<file path="src/rtl/iob_2p_mem_fifo_ctrl_if.sv">
// Producer/consumer handshake bundle for iob_2p_mem_fifo_ctrl.
//   push, pop  : write / read requests from the surrounding logic
//   full, empty: registered occupancy flags
//   level      : current occupancy, 0 .. 2**ADDR_W
//   pop_valid  : memory data_out carries the popped word this cycle
// The master modport is the side that issues requests. The slave modport is the controller.
interface iob_2p_mem_fifo_ctrl_if #(
    parameter int ADDR_W = 4
);
    logic              push;
    logic              pop;
    logic              full;
    logic              empty;
    logic [ADDR_W:0]   level;
    logic              pop_valid;

    modport master (
        output push, pop,
        input  full, empty, level, pop_valid
    );

    modport slave (
        input  push, pop,
        output full, empty, level, pop_valid
    );
endinterface

</file>
<file path="src/rtl/iob_2p_mem_fifo_ctrl.sv">
// iob_2p_mem_fifo_ctrl: FIFO sequencer for one iob_2p_mem instance.
// The block owns the write/read pointers, the occupancy level and the flags.
// It drives the memory's write and read enables and addresses. Data goes
// from the producer straight to the memory data_in. It comes back from the
// memory data_out, one cycle after an accepted pop, with pop_valid high.
//
// Ports:
//   clk, rst           : clock (rising edge), synchronous active-high reset
//   fifo (slave)       : push/pop requests; full/empty/level/pop_valid status
//   mem_w_en/mem_w_addr: memory write enable / address
//   mem_r_en/mem_r_addr: memory read enable / address
//   overflow/underflow : sticky error flags. They exist only when
//                        IOB_FIFO_CTRL_ERR_EN is defined.
//
// Optional feature macro: IOB_FIFO_CTRL_ERR_EN
module iob_2p_mem_fifo_ctrl #(
    parameter int ADDR_W = 4,
    parameter int DATA_W = 8
) (
    input  logic                 clk,
    input  logic                 rst,
    iob_2p_mem_fifo_ctrl_if.slave fifo,
`ifdef IOB_FIFO_CTRL_ERR_EN
    output logic                 overflow,
    output logic                 underflow,
`endif
    output logic                 mem_w_en,
    output logic [ADDR_W-1:0]    mem_w_addr,
    output logic                 mem_r_en,
    output logic [ADDR_W-1:0]    mem_r_addr
);

    localparam int DEPTH = 1 << ADDR_W;

    // The controller never touches data. The word width only has to be legal.
    if (DATA_W < 1) begin : g_bad_data_w
        $error("iob_2p_mem_fifo_ctrl: DATA_W must be at least 1");
    end

    logic [ADDR_W-1:0] w_ptr;
    logic [ADDR_W-1:0] r_ptr;
    logic [ADDR_W:0]   level_r;
    logic              pop_valid_r;
    logic              full_c;
    logic              empty_c;
    logic              push_acc;
    logic              pop_acc;

    assign full_c  = (level_r == DEPTH[ADDR_W:0]);
    assign empty_c = (level_r == '0);

    // Full blocks the push, so a push and a pop together on a full FIFO
    // degrade to a pop. Empty blocks the pop, so the same pair on an empty
    // FIFO degrades to a push. There is no bypass path.
    assign push_acc = fifo.push & ~full_c;
    assign pop_acc  = fifo.pop  & ~empty_c;

    assign mem_w_en   = push_acc & ~rst;
    assign mem_w_addr = w_ptr;
    assign mem_r_en   = pop_acc & ~rst;
    assign mem_r_addr = r_ptr;

    assign fifo.full      = full_c;
    assign fifo.empty     = empty_c;
    assign fifo.level     = level_r;
    assign fifo.pop_valid = pop_valid_r;

    // Pointer and occupancy state. Pointers wrap naturally at ADDR_W bits.
    always_ff @(posedge clk) begin
        if (rst) begin
            w_ptr       <= '0;
            r_ptr       <= '0;
            level_r     <= '0;
            pop_valid_r <= 1'b0;
        end else begin
            if (push_acc) w_ptr <= w_ptr + 1'b1;
            if (pop_acc)  r_ptr <= r_ptr + 1'b1;
            if (push_acc && !pop_acc)
                level_r <= level_r + 1'b1;
            else if (pop_acc && !push_acc)
                level_r <= level_r - 1'b1;
            // Memory read latency is one cycle. data_out is valid one cycle after the pop.
            pop_valid_r <= pop_acc;
        end
    end

`ifdef IOB_FIFO_CTRL_ERR_EN
    // The flags stick until reset so that software can read them later.
    always_ff @(posedge clk) begin
        if (rst) begin
            overflow  <= 1'b0;
            underflow <= 1'b0;
        end else begin
            if (fifo.push & full_c)  overflow  <= 1'b1;
            if (fifo.pop  & empty_c) underflow <= 1'b1;
        end
    end
`endif

endmodule

</file>
<file path="src/flat_wrapper.sv">
// flat-port wrapper written by rule: the top's interface ports become plain ports
module iob_2p_mem_fifo_ctrl_flat 
#(
    parameter int ADDR_W = 4,
    parameter int DATA_W = 8
)
  (clk, rst, mem_w_en, mem_w_addr, mem_r_en, mem_r_addr, fifo_push, fifo_pop, fifo_full, fifo_empty, fifo_level, fifo_pop_valid);
  iob_2p_mem_fifo_ctrl_if #(.ADDR_W(ADDR_W)) fifo_i ();
  input  logic clk;
  input  logic rst;
  output logic mem_w_en;
  output logic [ADDR_W-1:0] mem_w_addr;
  output logic mem_r_en;
  output logic [ADDR_W-1:0] mem_r_addr;
  input wire logic [$bits(fifo_i.push)-1:0] fifo_push;
  input wire logic [$bits(fifo_i.pop)-1:0] fifo_pop;
  output wire logic [$bits(fifo_i.full)-1:0] fifo_full;
  output wire logic [$bits(fifo_i.empty)-1:0] fifo_empty;
  output wire logic [$bits(fifo_i.level)-1:0] fifo_level;
  output wire logic [$bits(fifo_i.pop_valid)-1:0] fifo_pop_valid;
  assign fifo_i.push = fifo_push;
  assign fifo_i.pop = fifo_pop;
  assign fifo_full = fifo_i.full;
  assign fifo_empty = fifo_i.empty;
  assign fifo_level = fifo_i.level;
  assign fifo_pop_valid = fifo_i.pop_valid;
  iob_2p_mem_fifo_ctrl #(.ADDR_W(ADDR_W), .DATA_W(DATA_W)) u_core (.clk(clk), .rst(rst), .fifo(fifo_i), .mem_w_en(mem_w_en), .mem_w_addr(mem_w_addr), .mem_r_en(mem_r_en), .mem_r_addr(mem_r_addr));
endmodule
</file>
<file path="config.mk">
export PLATFORM = sky130hd
export DESIGN_NAME = iob_2p_mem_fifo_ctrl_flat
export DESIGN_NICKNAME = d
export VERILOG_FILES = /design/src/rtl/iob_2p_mem_fifo_ctrl_if.sv /design/src/rtl/iob_2p_mem_fifo_ctrl.sv /design/src/flat_wrapper.sv
export SDC_FILE = /design/constraint.sdc
export NUM_CORES = 1
export LEC_CHECK = 0
export CORE_AREA = 4 4 41 43
export CTS_BUF_LIST = sky130_fd_sc_hd__clkbuf_8
export DETAILED_ROUTE_END_ITERATION = 6
export DIE_AREA = 0 0 45 47
export DONT_BUFFER_PORTS = 1
export PLACE_DENSITY = 0.79
export SYNTH_ARGS = -nofsm -noshare
export SYNTH_HDL_FRONTEND = slang
export SYNTH_SLANG_ARGS = --single-unit
</file>
<file path="constraint.sdc">
create_clock -name clk -period 7.7 [get_ports clk]
set_input_delay 1.54 -clock clk [delete_from_list [all_inputs] [get_ports clk]]
set_output_delay 1.54 -clock clk [all_outputs]
set_load 0.02 [all_outputs]
</file>
# Yosys cells after proc, flatten, opt, wreduce, memory -nomap -nowiden
# Index checks and enable logic that the tools add are counted.
totals:
  mem_bits_ro: 0
  inputBits: 4
  latch_bits: 0
  ramBits: 0
  word_cells: 24
  register_bits: 14
  n_memories: 0
  out_inout_bits: 18
classes:
  bitwise: 7
  magnitude_cmp: 0
  addsub: 4
  div_mod_pow: 0
  mux: 2
  eq_ne: 1
  n_mul: 0
  shifts: 0
  reduce_logical: 6
ops:
  columns: ["op", "count"]
  rows:
  - ["5-bit two-way mux", 2]
  - ["4-bit by 1-bit adder with 4-bit output, second input constant", 2]
  - ["5-bit by 1-bit adder with 5-bit output, second input constant", 1]
  - ["5-bit == test, second input constant", 1]
  - ["5-bit zero test", 1]
  - ["5-bit by 1-bit subtractor with 5-bit output, second input constant", 1]
  - ["1-bit bitwise AND", 4]
  - ["1-bit NOT", 3]
  - ["1-bit logical AND", 2]
  - ["1-bit zero test", 2]
  - ["2-bit nonzero test", 1]

# Logic depth before layout (Yosys ltp)
# Gate-level depths: netlist of run 1.
logic_depth:
  ltp_word: 7
  ltp_mapped: 10
  ltp_nobuf: 9

# Worst setup path after synthesis of run 1
# OpenSTA, ideal clock, no wires.
synth_path:
  path_type: "input to output"
  startpoint: "in rst"
  endpoint: "out mem_r_en"
  required_time_ps: 6160
  path_stages: 3
  t_arrival_ps: 2258
  slack_ps: 3902
  n_path_buf: 2
  cell_sequence: "clkbuf_1 > clkbuf_1 > nor2_1"
synth_between:
  elab_chain_len: 2
synth_lines:
  columns: ["element", "line_no", "rtl"]
  rows:
  - ["from (decl)", "flat_wrapper.sv:10", "input logic rst;"]
  - ["1-bit NOT", "iob_2p_mem_fifo_ctrl.sv:60", "assign mem_r_en = pop_acc & ~rst;"]
  - ["1-bit bitwise AND", "iob_2p_mem_fifo_ctrl.sv:60", null]
  - ["to (decl)", "flat_wrapper.sv:13", "output logic mem_r_en;"]
# Every way passes these cells.

# Worst setup path after layout of run 1
layout_path:
  startpoint: "in fifo_push"
  endpoint: "out mem_w_en"
layout_between:
  elab_chain_len: 2
layout_lines:
  columns: ["element", "line_no", "rtl"]
  rows:
  - ["from (decl)", "flat_wrapper.sv:15", "input wire logic [$bits(fifo_i.push)-1:0] fifo_push;"]
  - ["1-bit bitwise AND", "iob_2p_mem_fifo_ctrl.sv:55", "assign push_acc = fifo.push & ~full_c;"]
  - ["1-bit bitwise AND", "iob_2p_mem_fifo_ctrl.sv:58", "assign mem_w_en = push_acc & ~rst;"]
  - ["to (decl)", "flat_wrapper.sv:11", "output logic mem_w_en;"]
# Every way passes these cells.

==> results of run 1 <==
## per-layer routing
| layer | vias to the layer above | wire (um) | global-route usage |
|---|---|---|---|
| met5 | - | 0 | 0 |
| met4 | 0 | 17 | 0.0702 |
| met3 | 4 | 114 | 0.0536 |
| met2 | 22 | 707 | 0.249 |
| met1 | 269 | 604 | 0.171 |
| li1 | 284 | - | - |
## cells in the final DEF (no fill, tap or decap)
master and count:
mux2i_1 3, or4_4 1, and3_1 2, ha_1 6
o211ai_1 4, nor2_1 21, xnor2_1 1, fa_1 1
o21a_4 1, mux2_2 1, nor4_1 1, dfxtp_1 14
a21o_1 1, clkbuf_8 4, or3_1 1, inv_1 4
o21ai_4 1, a21oi_1 3, nand2_1 1, nor2b_1 3
xor2_1 6, or2_2 1, nor4bb_1 1, o22ai_1 1
nor3_1 1
## area by class of cell
cell class | instances | area share
clock buffers | 4 | 0.0675
inverters | 4 | 0.0184
multi-input cells | 62 | 0.548
flip-flops and latches | 14 | 0.344
well taps | 15 | 0.0230
## logic make-up after synthesis
logic type      share of synthesized area
flops                               0.367
compound gates                      0.118
simple gates                        0.208
fa+ha+maj                           0.124
mux                                0.0540
xor+xnor                           0.0802
buf+inv                            0.0491
## through the flow
stage,instance area [sq um],setup WS [ps],util
floorplan,764,3900,-
global placement,761,4130,0.585
detailed placement,761,4130,0.585
CTS,816,4130,0.627
global route,816,4110,0.627
finish,816,4130,0.627
## power by group
| part | total [mW] | switching [mW] | internal [mW] |
|---|---|---|---|
| Clock | 0.0726 | 0.0273 | 0.0453 |
| Combinational | 0.138 | 0.0781 | 0.0596 |
| Sequential | 0.135 | 0.0441 | 0.0905 |
| Total | 0.345 | 0.149 | 0.195 |
## flip-flops by register name, summed over array words and instances, names as in the netlist
register,flops
u_core.mem_w_addr,4
u_core.mem_r_addr,4
u_core.fifo.pop_valid,1
u_core.fifo.level,5
## how the worst max path moves through the flow
stage | startpoint | endpoint
after CTS | fifo_push | mem_w_en
after global routing | fifo_push | mem_w_en
after global placement | fifo_push | mem_w_en
after floorplan | rst | mem_r_en
after detailed placement | fifo_push | mem_w_en
final | fifo_push | mem_w_en
==> metrics.md, run 1 <==
| Metric | Value |
|---|---|
| Final hold violations | `0` |
| GRT overflow | `0` |
| Setup CP Type | `primary input to output port` |
| Wire per inst | `14.6 um` |
| DP Cell Count | `95` |
| Post-CTS Setup Bufs | `0` |
| Period utilisation layout | `0.463` |
| Die height | `47 um` |
| Detail Placement HPWL | `1020 um` |
| H-tree Lvls | `1` |
| Total Routing Usage GR | `0.149` |
| Final antenna-violating net count | `0` |
| Reg2Reg Capture Point | `u_core.fifo.level[4]` |
| Iter 0 DRT Violations | `5` |
| Hold WS | `641 ps` |
| Clk buf depth | `2` |
| Final Power | `345 uW` |
| Die area | `2120 sq um` |
| TritonRoute pass-1 iters | `4` |
| Critical-path cell list | `o21a_4 > nor2b_1` |
| Power Density | `423 nW/um^2` |
| Synth Flop Type | `dfxtp_1` |
| Routed WL | `1440 um` |
| Port bufs | `0` |
| Area growth, synth to finish | `6.71%` |
| CP top delay family | `simple AND/OR/NAND/NOR gates` |
| Post-route minimum period | `3570 ps` |
| CP required | `6160 ps` |
| Syn nets | `95` |
| Seq/Total Area, Yosys | `0.367` |
| Avg Cell Area, Syn | `9.10 sq um` |
| Hold_buf cts | `0` |
| Post-synth EDFFs | `0` |
| Post-Syn Area | `764 sq um` |
| Via count | `579` |
| CTS resizes | `0` |
| Initial antenna violation count | `0` |
| Area leader, netlist | `dfxtp_1` |
| Maxcap violations | `0` |
| Layout Cells excl Fill | `99` |
| Skew final | `0.957 ps` |
| IO Pins | `22` |
| Proportion of netlist area held by the largest area contributor | `0.367` |
| Initial cell density of the core | `0.587` |
| Fillcell total | `122` |
| Crit. path cell count | `2` |
| Worst slew margin | `0.689` |
| Gpl congestion | `0.785` |
| Largest fanout on the critical path | `4` |
| Crit end category | `output port` |
| Crit-path max cell delay | `360 ps` |
| Worst-Skew Late Latency | `240 ps` |
| N_diodes | `0` |
| R2R Path Start | `u_core.fifo.level[2]` |
| CTS buffer count | `3` |
| Post-synth cell types | `26` |
| LEAKAGE | `0.366 nW` |
| DR DRC count | `0` |
| Row cnt | `13` |
| Async S/R FF share, synth | `0` |
| CTS tree | `done` |
| Worst vdd ir | `209 uV` |
| Syn Inst Count | `84` |
| Final setup viols | `0` |
| Layout cells sized above 1 | `0.107` |
| HP Start | `u_core.mem_r_addr[3]` |
| Worst R2R Path Depth | `9` |
| Worst path bufs/invs | `0` |
| Core ar. | `1300 sq um` |
| Die X | `45 um` |
| Synth top cells by count | `21 x nor2_1, 14 x dfxtp_1, 6 x ha_1, 6 x xor2_1` |
| Multi-input gate area | `447 sq um` |
| Slew Limit Fails | `0` |
| Storage element area | `280 sq um` |
| Hold Crit Depth | `2` |
| Crit path DAT | `2030 ps` |
| R2R Setup Slk | `4640 ps` |
| Nets@finish | `96` |
| First-pass GRT wire length | `2280 um` |
| CP Launch Type | `primary input` |
| Vias in the first global route | `523` |
| Hold Path End | `u_core.mem_r_addr[3]` |
| Root cell of the clock tree | `clkbuf_8` |
| Synth warn | `0` |
| RSZ-0062 raised after global routing | `no` |
| Worst-margin pin slew | `465 ps` |
| Largest net degree at the start of global routing | `20` |
| Setup TNS | `0 ps` |
| Clk sink count | `14` |
| CTS clk-pin slew, worst paths | `60 ps` |
| Crit path max-delay cell type | `nor2b_1` |
| Hold Path Class | `register to register` |
| Synth area leaders | `dfxtp_1 37%, nor2_1 10%, ha_1 9.8%` |
| #FFs+latches synth | `14` |
| Most numerous cell in the Yosys netlist | `nor2_1` |
| Status | `completed` |
| Max Fclk | `0.280 GHz` |
| Post-DR vias/cell | `5.85` |
No activity file was read; power rests on OpenSTA's default activity.
==> run 2, diff against run 1 <==
clock period = 3.3 ns   (was 7.7 ns; I/O delays follow)
==> metrics.md, run 2 (synthesis results as in run 1) <==
| Metric | Value |
|---|---|
| Status | `completed` |
| Commonest non-fill, non-tap cell in the layout | `nor2_1` |
| LEAKAGE | `0.372 nW` |
| Worst-Skew Late Latency | `240 ps` |
| Most frequent cells in the layout | `21 x nor2_1, 14 x dfxtp_1, 6 x xor2_1, 6 x ha_1` |
| Setup TNS | `0 ps` |
| R2R Path Start | `u_core.fifo.level[2]` |
| Die height | `47 um` |
| Row cnt | `13` |
| Crit path DAT | `3110 ps` |
| Clock power share | `0.204` |
| Largest net degree at the start of global routing | `20` |
| CTS tree | `done` |
| N_diodes | `0` |
| Post-DR vias/cell | `5.69` |
| Total Routing Usage GR | `0.166` |
| Detail Placement HPWL | `1080 um` |
| Hold Path End | `u_core.mem_r_addr[3]` |
| Vias in the first global route | `545` |
| CTS resizes | `0` |
| Final hold violations | `0` |
| Internal power | `462 uW` |
| Wire per inst | `14.0 um` |
| Worst R2R Path Depth | `9` |
| Hold Path Class | `primary input to register` |
| Via count | `569` |
| P_sw | `344 uW` |
| Iter 0 DRT Violations | `6` |
| Largest fanout on the critical path | `8` |
| Root cell of the clock tree | `clkbuf_8` |
| Max FFs per register | `5` |
| Layout cells sized above 1 | `0.118` |
| Maxcap violations | `0` |
| Reg2Reg Capture Point | `u_core.fifo.level[4]` |
| DP Cell Count | `96` |
| Routed WL | `1400 um` |
| Clk buf depth | `2` |
| Skew final | `4.37 ps` |
| CTS clk-pin slew, worst paths | `60 ps` |
| Setup CP Type | `register to register` |
| Slew Limit Fails | `0` |
| Worst slew margin | `0.698` |
| Combinational power share | `0.420` |
| Post-CTS Setup Bufs | `0` |
| Post-route minimum period | `2980 ps` |
| IO Pins | `22` |
| Switching fraction of total power | `0.427` |
| Sequential fraction of design power | `0.376` |
| CTS buffer count | `3` |
| Port bufs | `0` |
| Nets@finish | `97` |
| Fillcell total | `126` |
| Crit end category | `register` |
| Initial antenna violation count | `0` |
| Worst-margin pin slew | `453 ps` |
| Area growth, synth to finish | `7.69%` |
| First-pass GRT wire length | `2440 um` |
| CP required | `3440 ps` |
| TritonRoute pass-1 iters | `4` |
| RSZ-0062 raised after global routing | `no` |
| GRT overflow | `0` |
| Worst vdd ir | `477 uV` |
| HP Start | `rst` |
| Die X | `45 um` |
| Power Density | `979 nW/um^2` |
| Final antenna-violating net count | `0` |
| Final setup viols | `0` |
| Hold Crit Depth | `1` |
| R2R Setup Slk | `320 ps` |
| CP Launch Type | `register` |
| Gpl congestion | `0.740` |
| Core ar. | `1300 sq um` |
| Initial cell density of the core | `0.587` |
| Die area | `2120 sq um` |
| H-tree Lvls | `1` |
| Layout Cells excl Fill | `100` |
| Max Fclk | `0.336 GHz` |
| Period utilisation layout | `0.903` |
| DR DRC count | `0` |
| Clk sink count | `14` |
| Hold_buf cts | `0` |
==> run 2: cell count changes in the layout (fill, tap and decap cells not counted), sizes merged <==
cell,before,now
buf,0,1
==> run 2: how the worst max path moves through the flow <==
stage	slack, ps	cells after the start	to	startpoint
6_report	320	9	u_core.fifo.level[4]	u_core.fifo.level[2]
3_5_place_dp	330	9	u_core.fifo.level[4]	u_core.fifo.level[2]
4_1_cts	310	9	u_core.fifo.level[4]	u_core.fifo.level[2]
3_3_place_gp	410	9	u_core.fifo.level[4]	u_core.fifo.level[2]
2_1_floorplan	490	10	u_core.fifo.level[4]	u_core.fifo.level[2]
5_1_grt	160	9	u_core.fifo.level[4]	u_core.fifo.level[2]
==> run 2: worst max-delay path, cell delays in order (launching register included) <==
cell and delay [ps]:
dfxtp_1 400, or4_4 640, o21ai_4 230, ha_1 240, inv_1 100, ha_1 200, or2_2 290, o22ai_1 150
mux2i_1 250, mux2_2 350
==> run 2: final cells by class <==
| class | count | area, sq um | area share |
|---|---|---|---|
| Multi-Input combinational cell | 62 | 447 | 0.543 |
| Sequential cell | 14 | 280 | 0.340 |
| Timing Repair Buffer | 1 | 7.51 | 0.00912 |
| Tap cell | 15 | 18.8 | 0.0228 |
| Inverter | 4 | 15.0 | 0.0182 |
| Clock buffer | 4 | 55.1 | 0.0669 |
==> run 2: metal layers <==
metal | vias up | track usage | share of wire
met5 | - | 0 | 0
li1 | 284 | - | -
met2 | 18 | 0.254 | 0.48
met4 | 0 | 0.0877 | 0.0057
met1 | 265 | 0.177 | 0.42
met3 | 2 | 0.103 | 0.094
==> run 2: power groups by stage <==
stage | Sequential, mW | Combinational [mW] | Clock (mW)
final | 0.303 | 0.339 | 0.164
after global routing | 0.312 | 0.384 | 0.178
after global placement | 0.306 | 0.322 | 0
after detailed placement | 0.308 | 0.338 | 0
after CTS | 0.304 | 0.340 | 0.169
after floorplan | 0.304 | 0.292 | 0
==> run 2: through the flow <==
step                      setup slack [ps]  cell area [sq um]  total power, mW   util  hold slack (ps)
after floorplan                        493                764            0.596      -              605
after global placement                 410                768            0.628  0.590              620
after detailed placement               329                768            0.646  0.590              639
after CTS                              313                823            0.814  0.633              473
after global routing                   157                823            0.874  0.633              466
final                                  321                823            0.806  0.633              480
